**config.mk**
```make
export PLATFORM = sky130hd
export DESIGN_NAME = box_motion_ctrl
export DESIGN_NICKNAME = d
export VERILOG_FILES = /design/src/rtl/box_motion_ctrl.sv
export SDC_FILE = /design/constraint.sdc
export NUM_CORES = 1
export LEC_CHECK = 0
export CELL_PAD_IN_SITES_DETAIL_PLACEMENT = 1
export CELL_PAD_IN_SITES_GLOBAL_PLACEMENT = 2
export CORE_MARGIN = 2
export CORE_UTILIZATION = 38
export CTS_BUF_LIST = sky130_fd_sc_hd__clkbuf_4
export CTS_CLUSTER_SIZE = 10
export DETAILED_ROUTE_END_ITERATION = 8
export PLACE_DENSITY_LB_ADDON = 0.15
export SLEW_MARGIN = 20
export SYNTH_ARGS = -nofsm -noshare
export SYNTH_HDL_FRONTEND = slang
export SYNTH_SLANG_ARGS = --single-unit
```
**constraint.sdc**
```tcl
create_clock -name CLOCK_50 -period 3.1 [get_ports CLOCK_50]
set_input_delay 0.775 -clock CLOCK_50 [delete_from_list [all_inputs] [get_ports CLOCK_50]]
set_output_delay 0.775 -clock CLOCK_50 [all_outputs]
set_load 0.01 [all_outputs]
```
**src/rtl/box_motion_ctrl.sv**
```systemverilog
// Frame-synchronous box motion scheduler: steps a box position with wall bounce once
// per FRAME_DIV frames and publishes it only at a frame boundary, with a host load override.
module box_motion_ctrl #(
  parameter int SCREEN_WIDTH   = 800,
  parameter int SCREEN_HEIGHT  = 600,
  parameter int BOX_W          = 32,
  parameter int BOX_H          = 32,
  parameter int X_INIT         = 250,
  parameter int Y_INIT         = 200,
  parameter int FRAME_DIV      = 1,
  parameter bit VS_ACTIVE_HIGH = 1'b1
) (
  input  logic       CLOCK_50,
  input  logic       RESET_N,
  input  logic       vs,
  input  logic       enable,
  input  logic [3:0] speed_x,
  input  logic [3:0] speed_y,
  input  logic       load,
  input  logic [9:0] load_x,
  input  logic [9:0] load_y,
  output logic [9:0] box_x,
  output logic [9:0] box_y,
  output logic       update,
  output logic [1:0] bounce,
  output logic [1:0] state_dbg
);

  localparam logic [10:0] XMAX     = 11'(SCREEN_WIDTH - BOX_W);
  localparam logic [10:0] YMAX     = 11'(SCREEN_HEIGHT - BOX_H);
  localparam logic [7:0]  DIV_LAST = 8'(FRAME_DIV - 1);
  localparam logic [9:0]  X_RST    = 10'(X_INIT);
  localparam logic [9:0]  Y_RST    = 10'(Y_INIT);

  typedef enum logic [1:0] {
    IDLE   = 2'd0,
    STEP_X = 2'd1,
    STEP_Y = 2'd2,
    COMMIT = 2'd3
  } state_t;

  typedef struct packed {
    logic [10:0] pos;
    logic        dir_pos;
    logic        hit;
  } axis_t;

  state_t state_q, state_d;

  logic vs_act, vs_s1, vs_s2, vs_d, frame_edge;
  logic [7:0] div_cnt;
  logic step_req;

  logic       pend;
  logic [9:0] pend_x, pend_y;

  logic [3:0]  spd_x, spd_y;
  logic        use_load;
  logic [10:0] sx, sy;
  logic        dir_x, dir_y, hit_x, hit_y;
  axis_t       nxt_x, nxt_y;

  // One axis of bounce motion; a zero speed leaves position and direction untouched.
  function automatic axis_t step_axis(input logic [10:0] pos, input logic [3:0] spd,
                                      input logic dir_pos, input logic [10:0] lim);
    axis_t r;
    logic [10:0] spd_w;
    spd_w     = {7'd0, spd};
    r.pos     = pos;
    r.dir_pos = dir_pos;
    r.hit     = 1'b0;
    if (spd != 4'd0) begin
      if (dir_pos) begin
        if (pos + spd_w >= lim) begin
          r.pos     = lim;
          r.dir_pos = 1'b0;
          r.hit     = 1'b1;
        end else begin
          r.pos = pos + spd_w;
        end
      end else begin
        if (pos <= spd_w) begin
          r.pos     = 11'd0;
          r.dir_pos = 1'b1;
          r.hit     = 1'b1;
        end else begin
          r.pos = pos - spd_w;
        end
      end
    end
    return r;
  endfunction

  function automatic logic [9:0] clamp(input logic [9:0] v, input logic [10:0] lim);
    return ({1'b0, v} > lim) ? lim[9:0] : v;
  endfunction

  // Polarity is folded in before the synchronizer so its flops reset to "deasserted".
  assign vs_act     = VS_ACTIVE_HIGH ? vs : ~vs;
  assign frame_edge = vs_s2 & ~vs_d;
  assign state_dbg  = state_q;

  always_ff @(posedge CLOCK_50 or negedge RESET_N) begin
    if (!RESET_N) begin
      vs_s1 <= 1'b0;
      vs_s2 <= 1'b0;
      vs_d  <= 1'b0;
    end else begin
      vs_s1 <= vs_act;
      vs_s2 <= vs_s1;
      vs_d  <= vs_s2;
    end
  end

  always_ff @(posedge CLOCK_50 or negedge RESET_N) begin
    if (!RESET_N) begin
      div_cnt  <= 8'd0;
      step_req <= 1'b0;
    end else begin
      step_req <= 1'b0;
      if (frame_edge) begin
        if (div_cnt == DIV_LAST) begin
          div_cnt  <= 8'd0;
          step_req <= 1'b1;
        end else begin
          div_cnt <= div_cnt + 8'd1;
        end
      end
    end
  end

  // A load in the COMMIT cycle wins over the clear, so it survives to the next step.
  always_ff @(posedge CLOCK_50 or negedge RESET_N) begin
    if (!RESET_N) begin
      pend   <= 1'b0;
      pend_x <= 10'd0;
      pend_y <= 10'd0;
    end else if (load) begin
      pend   <= 1'b1;
      pend_x <= load_x;
      pend_y <= load_y;
    end else if (state_q == COMMIT && use_load) begin
      pend <= 1'b0;
    end
  end

  always_ff @(posedge CLOCK_50 or negedge RESET_N) begin
    if (!RESET_N) state_q <= IDLE;
    else          state_q <= state_d;
  end

  always_comb begin
    state_d = state_q;
    unique case (state_q)
      IDLE:    if (step_req && (enable || pend)) state_d = STEP_X;
      STEP_X:  state_d = STEP_Y;
      STEP_Y:  state_d = COMMIT;
      COMMIT:  state_d = IDLE;
      default: state_d = IDLE;
    endcase
  end

  assign nxt_x = step_axis({1'b0, box_x}, spd_x, dir_x, XMAX);
  assign nxt_y = step_axis({1'b0, box_y}, spd_y, dir_y, YMAX);

  always_ff @(posedge CLOCK_50 or negedge RESET_N) begin
    if (!RESET_N) begin
      spd_x    <= 4'd0;
      spd_y    <= 4'd0;
      use_load <= 1'b0;
      sx       <= {1'b0, X_RST};
      sy       <= {1'b0, Y_RST};
      dir_x    <= 1'b1;
      dir_y    <= 1'b1;
      hit_x    <= 1'b0;
      hit_y    <= 1'b0;
    end else begin
      if (state_q == IDLE && state_d == STEP_X) begin
        spd_x    <= speed_x;
        spd_y    <= speed_y;
        use_load <= pend;
      end
      if (state_q == STEP_X && !use_load) begin
        sx    <= nxt_x.pos;
        dir_x <= nxt_x.dir_pos;
        hit_x <= nxt_x.hit;
      end
      if (state_q == STEP_Y && !use_load) begin
        sy    <= nxt_y.pos;
        dir_y <= nxt_y.dir_pos;
        hit_y <= nxt_y.hit;
      end
    end
  end

  // The load path reads the pending registers at commit so the latest pre-commit load wins.
  always_ff @(posedge CLOCK_50 or negedge RESET_N) begin
    if (!RESET_N) begin
      box_x  <= X_RST;
      box_y  <= Y_RST;
      update <= 1'b0;
      bounce <= 2'b00;
    end else begin
      update <= 1'b0;
      if (state_q == COMMIT) begin
        update <= 1'b1;
        if (use_load) begin
          box_x  <= clamp(pend_x, XMAX);
          box_y  <= clamp(pend_y, YMAX);
          bounce <= 2'b00;
        end else begin
          box_x  <= sx[9:0];
          box_y  <= sy[9:0];
          bounce <= {hit_y, hit_x};
        end
      end
    end
  end

endmodule

```
=== After elaboration in Yosys (flattened, before gate mapping) ===
Index checks and enable logic that the tools add are counted.

* Flip-flop bits (word level): 91
* Input bits: 33
* Output and inout bits: 25
* Word-level logic and storage cells: 78

* $add $sub $neg: 5
* Magnitude comparators: 6
* Equal/unequal tests: 4
* Multiplexer cells: 25
* Bitwise gates (word level): 2
* Reduce and logical (&&, ||, !) cells: 14

{| class="wikitable"
|+ Operator list
! kind !! count
|-
| two-way mux 10 bit || 8
|-
| two-way mux 12 bit || 4
|-
| adder 10 x 4 -> 11 bit || 2
|-
| >= comparator 11 x 10 -> 1 bit (second input constant) || 2
|-
| greater-than comparator 10 bit (second input constant) || 2
|-
| <= comparator 10 x 4 -> 1 bit || 2
|-
| subtractor 10 x 4 -> 10 bit || 2
|-
| two-way mux 2 bit || 6
|-
| adder 8 x 1 -> 8 bit (second input constant) || 1
|-
| logical NOT 8 bit || 1
|-
| two-way mux 8 bit || 1
|-
| one-hot mux 2 bit (4 select lines) || 1
|-
| nonzero test 4 bit || 2
|-
| logical AND 1 bit || 5
|-
| two-way mux 1 bit || 5
|-
| == test 2 x 1 -> 1 bit (second input constant) || 2
|-
| == test 2 bit (second input constant) || 2
|-
| AND reduction 2 bit || 2
|-
| logical NOT 2 bit || 1
|-
| nonzero test 2 bit || 1
|-
| bitwise AND 1 bit || 1
|-
| logical NOT 1 bit || 1
|-
| logical OR 1 bit || 1
|-
| inverter 1 bit || 1
|}

=== Depth between registers and ports, before layout ===
Gate-level depths: netlist (run 1).

* Word-level depth: 6
* Mapped depth: 11

=== Worst setup path after synthesis (run 1) ===
Ideal clock, no wire load.

* Path type: register -> register
* From: register box_y[0]
* To: register sy[7]
* Library setup time: 100 ps
* Arrival time: 2423 ps
* Data required time: 3000 ps
* Setup slack: 577 ps
* Stages on the path, launching flop included: 12
* Period minus slack after synthesis: 2523 ps
* Cell sequence: dfrtp_1 -> inv_1 -> ha_1 -> inv_1 -> fa_1 -> a21o_1 -> a211oi_2 -> o211a_1 -> buf_6 -> o31ai_1 -> a2111oi_0 -> a211oi_1

* Longest elaborated chain between the ends: 5
* Elaborated cells on any way between the ends: 8
* Classes of those cells: add/sub (2); order compare (2); mux (4)

{| class="wikitable"
|+ Ends and longest elaborated chain
! element !! line !! source
|-
| from (decl) || 23 || <nowiki>output logic [9:0] box_y,</nowiki>
|-
| from (signal assigned) || 209 || <nowiki>box_y <= clamp(pend_y, YMAX);</nowiki>
|-
| from (signal assigned) || 213 || <nowiki>box_y <= sy[9:0];</nowiki>
|-
| adder 10 x 4 -> 11 bit || 79 || <nowiki>r.pos = pos + spd_w;</nowiki>
|-
| >= comparator 11 x 10 -> 1 bit || 74 || <nowiki>if (pos + spd_w >= lim) begin</nowiki>
|-
| two-way mux 10 bit || 74 ||
|-
| two-way mux 12 bit * || 73 || <nowiki>if (dir_pos) begin</nowiki>
|-
| two-way mux 12 bit * || 72 || <nowiki>if (spd != 4'd0) begin</nowiki>
|-
| to (signal assigned) || 172 || <nowiki>sy <= {1'b0, Y_RST};</nowiki>
|-
| to (signal assigned) || 189 || <nowiki>sy <= nxt_y.pos;</nowiki>
|-
| to (decl) || 59 || <nowiki>logic [10:0] sx, sy;</nowiki>
|}

Mark *: on every way between the ends. The rest lies on a longest branch, timed or not.
A chain may end at the register's enable or synchronous reset.

=== Worst setup path in the final report (run 1) ===
Ends and elaborated chain as after synthesis.

==> results of run 1 <==
-- state kept, by name (all words and copies together) (netlist names), 2 cells and up --
signal     flops
state_dbg      2
div_cnt        8
box_y         10
spd_x          4
bounce         2
box_x         10
spd_y          4
pend_y        10
pend_x        10
sy            10
sx            10
-- worst reg2reg max path, cell delays in order, from the launching register on --
cell and delay, ns:
dfrtp_1 0.44, inv_1 0.10, ha_1 0.17, inv_1 0.06
fa_1 0.45, a21o_1 0.23, a211oi_2 0.29, o211a_2 0.34
o31ai_1 0.12, a2111oi_0 0.42, a211oi_1 0.10
-- layout make-up --
cell class | instances | share of cell area (%)
multi-input combinational | 444 | 47.2
sequential | 91 | 35.0
timing repair buffer | 69 | 10.2
tap | 188 | 3.58
inverter | 36 | 2.09
clock buffer | 10 | 1.14
clock inverter | 6 | 0.723
antenna | 2 | 0.0761
-- layer usage --
layer  vias to the layer above  share of wire [%]  GRT usage [%]
met1                      2417                 51           32.2
met5                         -                  0              0
li1                       2292                  -              -
met3                        16                3.2           2.97
met2                       106                 44           32.0
met4                         0                1.2           6.33
-- stage by stage --
stage | worst slack, ns | total power (W) | hold slack, ns | std cells
after global placement | 0.397 | 0.00639 | 0.340 | 828
after detailed placement | 0.275 | 0.00647 | 0.337 | 828
after global routing | 0.0243 | 0.00773 | 0.244 | 846
after CTS | 0.246 | 0.00715 | 0.240 | 844
final | 0.304 | 0.00712 | 0.256 | 846
after floorplan | 0.577 | 0.00515 | 0.331 | 610
-- final timing paths --
kind	end	from	depth (start not counted)	slack [ns]
min in group CLOCK_50	vs_s2	vs_s1	0	0.38
max	sy[7]	box_y[0]	10	0.30
min	box_y[1]	RESET_N	1	0.26
max in group asynchronous	box_x[4]	RESET_N	2	2.10
min reg2reg	vs_s2	vs_s1	0	0.38
max reg2reg	sy[7]	box_y[0]	10	0.30
-- cell families (layout without fill, tap and decap cells) --
| logic type | count (synthesis) | after routing |
|---|---|---|
| AOI/OAI and AO/OA | 176 | 176 |
| xor gates and xnor gates | 13 | 13 |
| adders and majority gates | 27 | 27 |
| buffers and inverters | 75 | 121 |
| DFF | 91 | 91 |
| muxes | 32 | 32 |
| other | 0 | 2 |
| and+or+nand+nor | 196 | 196 |
-- timing repair --
item                                   CTS  global route
buffers inserted                         0             0
setup endpoints to repair                0             1
resized for setup                        0             1
endpoints found under the hold margin    0             0
-- where the power goes --
| group | internal [W] | switching (W) |
|---|---|---|
| sequential | 0.00170 | 0.000661 |
| clock | 0.000184 | 0.000437 |
| combinational | 0.00175 | 0.00240 |
-- synthesized netlist by cell type, types with 5 or more instances --
cell type,instances,share of area [%]
dfstp_2,20,9.1
mux2i_1,7,1.2
ha_1,23,5.0
nand2_1,50,3.2
and3_1,7,0.76
a221oi_1,5,0.76
o31ai_1,6,0.78
xnor2_1,12,1.8
or4_1,5,0.65
nand3_1,12,1.0
nor3_1,14,1.2
o21ai_0,40,3.5
nor4_1,5,0.54
inv_1,35,2.3
a31oi_1,8,0.87
a211oi_1,6,0.78
nand4_1,5,0.54
mux2_2,25,4.9
dfrtp_1,71,31
clkbuf_1,24,1.6
buf_6,6,1.2
nor2_1,49,3.2
nand2b_1,7,0.76
nor2b_1,14,1.5
o22ai_1,6,0.65
a21oi_1,41,3.5
a21o_1,5,0.65
o211ai_1,11,1.4
-- cell usage in the layout (no fill, tap or decap), types with 8 or more instances in the layout --
cell type         n
nor3_1           14
buf_4            12
dfrtp_1          71
clkbuf_4         10
nor2_1           49
dfstp_2          20
nand2_1          50
clkdlybuf4s50_1  56
nor2b_1          14
ha_1             23
o21ai_0          40
a21oi_1          41
mux2_2           25
o211ai_1         11
xnor2_1          12
nand3_1          12
inv_1            35
a31oi_1           8
==> results.sh, run 1 <==
export IMPL_status="finished clean"
export IMPL_wirelength_mm=16.6
export IMPL_cp_slowest_stage_delay_ns=0.45
export IMPL_netlist_cell_type_count=84
export IMPL_dp_final_hpwl_mm=12.3
export IMPL_crit_buf_inv=2
export IMPL_first_pass_iters=4
export IMPL_syn_instance_count=610
export IMPL_worstPathArrival_ns=3.18
export IMPL_synth_nets=670
export IMPL_finalMaxSlewViolations=0
export IMPL_path_common_cell="inv_1"
export IMPL_finalClockSkew_ns=0.0241
export IMPL_clockBufferDepth=2
export IMPL_antenna_left=0
export IMPL_drcViolationCount=0
export IMPL_htree_levels=3
export IMPL_drv_cap=0
export IMPL_synth_top_family_by_area="compound AO/OA/AOI/OAI gates"
export IMPL_portBuffers=57
export IMPL_vias=4831
export IMPL_fill_cells=1746
export IMPL_grt_ovfl_total=0
export IMPL_crit_type="reg2reg"
export IMPL_placed_cell_area_mm2=0.00645
export IMPL_antenna_found_initial=1
export IMPL_dieArea_mm2=0.0162
export IMPL_cp_top_family="compound AO/OA/AOI/OAI gates"
export IMPL_synth_compound_area_share_pct=21.5
export IMPL_syn_to_final_growth_pct=13.7
export IMPL_tritoncts="built"
export IMPL_path_max_fanout=10
export IMPL_synthXorXnorAreaFrac_pct=1.97
export IMPL_multi_input_area_mm2=0.00310
export IMPL_clock_sinks=91
export IMPL_syn_area_mm2=0.00578
export IMPL_endpoint_kind="flop"
export IMPL_fin_crit_sh_pct=90.2
export IMPL_synth_mux_area_share_pct=6.08
export IMPL_min_path_type="in2async"
export IMPL_synth_async_reset_ratio_pct=100
export IMPL_synth_seq_area_share_pct=39.8
export IMPL_cellPowerDensity_mw_per_mm2=1080
export IMPL_hold_viol=0
export IMPL_setup_viol=0
export IMPL_initial_core_util_pct=38.5
export IMPL_drtIter0Drc=316
export IMPL_nNetsFinal=711
export IMPL_tns_ns=0
export IMPL_worst_pin_slew_ns=0.651
export IMPL_yosys_warnings=0
export IMPL_start_kind="flop"
export IMPL_slew_limit_headroom_pct=55.5
export IMPL_rsz0062_at_grt="no"
export IMPL_stdcell_area_mm2=0.00658
export IMPL_leakagePower_nw=2.64
export IMPL_clk_pin_slew_ns=0.16
export IMPL_die_y_um=127
export IMPL_synth_simple_area_share_pct=17.8
export IMPL_drive_gt1_share_pct=15.1
export IMPL_required_ns=3.48
export IMPL_cts_hold_buf=0
export IMPL_routedWlPerCell_um=19.6
export IMPL_crit_chain="inv_1 > ha_1 > inv_1 > fa_1 > a21o_1 > a211oi_2 > o211a_2 > o31ai_1 > a2111oi_0 > a211oi_1"
export IMPL_numCtsBuffers=9
export IMPL_grt_pass1_vias=4917
export IMPL_grt_first_pass_wirelength_mm=27.3
export IMPL_ioPinCount=58
export IMPL_ir_drop_uv=446
export IMPL_gr_usage_all_layers_pct=21.4
export IMPL_postLayoutCoreUtil_pct=43.7
export IMPL_grt_max_degree=61
export IMPL_post_route_min_period_ns=2.80
export IMPL_rows=45
export IMPL_synth_fa_ha_area_share_pct=6.36
export IMPL_clk_latency_ns=0.47
export IMPL_final_seq_area_mm2=0.00230
export IMPL_worst_path_max_delay_cell="fa_1"
export IMPL_synth_avg_cell_area_um2=9.48
export IMPL_synth_seq_cells=91
export IMPL_cts_root_buf="clkbuf_4"
export IMPL_die_x_um=127
export IMPL_clock_fmax_mhz=358
export IMPL_core_area_mm2=0.0150
export IMPL_synthFlopType="dfrtp_1"
export IMPL_synth_edf_count=0
export IMPL_vias_per_cell=5.71
export IMPL_gp_congestion=0.845
Note: power is estimated with default switching activity, not from simulation.
==> run 2, diff against run 1 <==
--- a/config.mk
+++ b/config.mk
@@ -7,12 +7,12 @@
 export LEC_CHECK = 0
 export CELL_PAD_IN_SITES_DETAIL_PLACEMENT = 1
 export CELL_PAD_IN_SITES_GLOBAL_PLACEMENT = 2
-export CORE_MARGIN = 2
 export CORE_UTILIZATION = 38
 export CTS_BUF_LIST = sky130_fd_sc_hd__clkbuf_4
 export CTS_CLUSTER_SIZE = 10
 export DETAILED_ROUTE_END_ITERATION = 8
 export PLACE_DENSITY_LB_ADDON = 0.15
+export SETUP_SLACK_MARGIN = 0.15
 export SLEW_MARGIN = 20
 export SYNTH_ARGS = -nofsm -noshare
 export SYNTH_HDL_FRONTEND = slang
==> run 2 against run 1 <==
Non-clock buffer count is 1 higher. Clock skew is 0.0073 ns lower. Utilization is 1.3 points higher. Largest cell class unchanged. Cell count is 0.59% lower. Design area is 0.70% higher. Largest power group unchanged. The run now ends with DRC left. First-iteration DRC count is 8.5% higher. Register-to-register slack hardly changed.
==> results.sh, run 2 (same netlist as run 1, synthesis figures left out) <==
export IMPL_worstPathArrival_ns=3.23
export IMPL_drcViolationCount=7
export IMPL_p_int_w=0.00372
export IMPL_htree_levels=3
export IMPL_grt_pass1_vias=5117
export IMPL_routedWlPerCell_um=19.8
export IMPL_tritoncts="built"
export IMPL_switchingPower_w=0.00355
export IMPL_grt_ovfl_total=0
export IMPL_die_x_um=125
export IMPL_initial_core_util_pct=39.3
export IMPL_cts_hold_buf=0
export IMPL_first_pass_iters=6
export IMPL_tns_ns=0
export IMPL_status="complete, but fails checks"
export IMPL_p_comb_share_pct=56.4
export IMPL_clk_latency_ns=0.48
export IMPL_fin_crit_sh_pct=90.7
export IMPL_violations="DRC"
export IMPL_slew_limit_headroom_pct=50.5
export IMPL_rows=44
export IMPL_antenna_left=0
export IMPL_drtIter0Drc=343
export IMPL_numCtsBuffers=9
export IMPL_worst_pin_slew_ns=0.723
export IMPL_cts_root_buf="clkbuf_4"
export IMPL_grt_first_pass_wirelength_mm=27.8
export IMPL_hold_viol=0
export IMPL_nNetsFinal=712
export IMPL_drv_cap=0
export IMPL_dp_final_hpwl_mm=12.5
export IMPL_diodes=0
export IMPL_leakagePower_nw=2.66
export IMPL_finalClockSkew_ns=0.0168
export IMPL_gp_congestion=0.843
export IMPL_rsz0062_at_grt="no"
export IMPL_post_route_min_period_ns=2.81
export IMPL_path_max_fanout=4
export IMPL_dieArea_mm2=0.0157
export IMPL_drive_gt1_share_pct=15.5
export IMPL_vias=4908
export IMPL_p_sw_share_pct=48.8
export IMPL_holdWs_ns=0.146
export IMPL_portBuffers=57
export IMPL_wirelength_mm=16.6
export IMPL_clock_fmax_mhz=356
export IMPL_start_kind="flop"
export IMPL_postLayoutCoreUtil_pct=45.1
export IMPL_layout_commonest_cell="dfrtp_1"
export IMPL_antenna_found_initial=0
export IMPL_core_area_mm2=0.0147
export IMPL_clk_pin_slew_ns=0.17
export IMPL_setup_viol=0
export IMPL_final_cell_mix="dfrtp_1, clkdlybuf4s50_1, nand2_1, nor2_1, a21oi_1"
export IMPL_clockBufferDepth=2
export IMPL_stdcell_area_mm2=0.00662
export IMPL_ir_drop_uv=551
export IMPL_min_path_type="in2async"
export IMPL_gr_usage_all_layers_pct=22.5
export IMPL_finalMaxSlewViolations=0
export IMPL_die_y_um=125
export IMPL_p_clk_share_pct=10.4
export IMPL_vias_per_cell=5.84
export IMPL_crit_type="reg2reg"
export IMPL_ioPinCount=58
export IMPL_power_total_w=0.00727
export IMPL_required_ns=3.52
export IMPL_cellPowerDensity_mw_per_mm2=1100
export IMPL_placed_cell_area_mm2=0.00645
export IMPL_post_cts_buffers=0
export IMPL_grt_max_degree=48
export IMPL_endpoint_kind="flop"
export IMPL_clock_sinks=91
export IMPL_p_seq_share_pct=33.1
export IMPL_syn_to_final_growth_pct=14.5
[run 2: changes by cell type in the layout (fill, tap and decap cells not counted), sizes merged]
cell,delta
clkbuf,-1
bufinv,+1
diode,-2
inv,+1
buf,+1
clkinv,-1
[run 2: final cells by class]
| class | count | area [µm²] |
|---|---|---|
| clock buffers | 9 | 67.6 |
| inverters | 36 | 138 |
| repair buffers | 70 | 678 |
| fillers | 1699 | 8080 |
| well taps | 184 | 230 |
| multi-input cells | 444 | 3120 |
| flip-flops and latches | 91 | 2300 |
| clock inverters | 7 | 91.3 |
[run 2: worst max-delay path, stage by stage (launching register included)]
cell	delay [ns]
dfrtp_1	0.46
inv_1	0.09
ha_1	0.17
inv_1	0.06
fa_1	0.43
a21o_1	0.23
a2111oi_0	0.70
mux2i_1	0.26
o22ai_1	0.09
a22oi_1	0.15
o21ai_0	0.12
[run 2: power by group through the flow]
stage	registers, W	logic (W)	clock network, W
2_1_floorplan	0.00207	0.00308	0
3_3_place_gp	0.00239	0.00399	0
3_5_place_dp	0.00242	0.00407	0
4_1_cts	0.00240	0.00411	0.000788
5_1_grt	0.00249	0.00455	0.000831
6_report	0.00241	0.00410	0.000759
[run 2: path summary, 6_finish.rpt]
kind,slack [ns],end,cells after the start,start
max in group asynchronous,2.22,box_x[4],2,RESET_N
hold / removal,0.15,spd_x[3],1,RESET_N
setup reg to reg,0.29,sy[6],10,box_y[0]
hold reg to reg,0.40,vs_s2,0,vs_s1
setup / recovery,0.29,sy[6],10,box_y[0]
min in group CLOCK_50,0.40,vs_s2,0,vs_s1
[run 2: routing by layer]
layer  global-route usage [%]  wire length, µm
met1                     32.8             8290
met2                     33.8             7450
met3                     3.34              595
met4                     8.32              296
met5                        0                0
[run 2: what timing repair did]
action,CTS,global route
setup endpoints to repair,0,3
hold endpoints to repair,0,0
gates resized for setup,0,4
[run 2: per-stage QoR]
step / setup WS [ns] / cells
floorplan: 0.577 / 610
global placement: 0.393 / 825
detailed placement: 0.252 / 825
CTS: 0.260 / 841
global route: 0.164 / 841
finish: 0.290 / 841
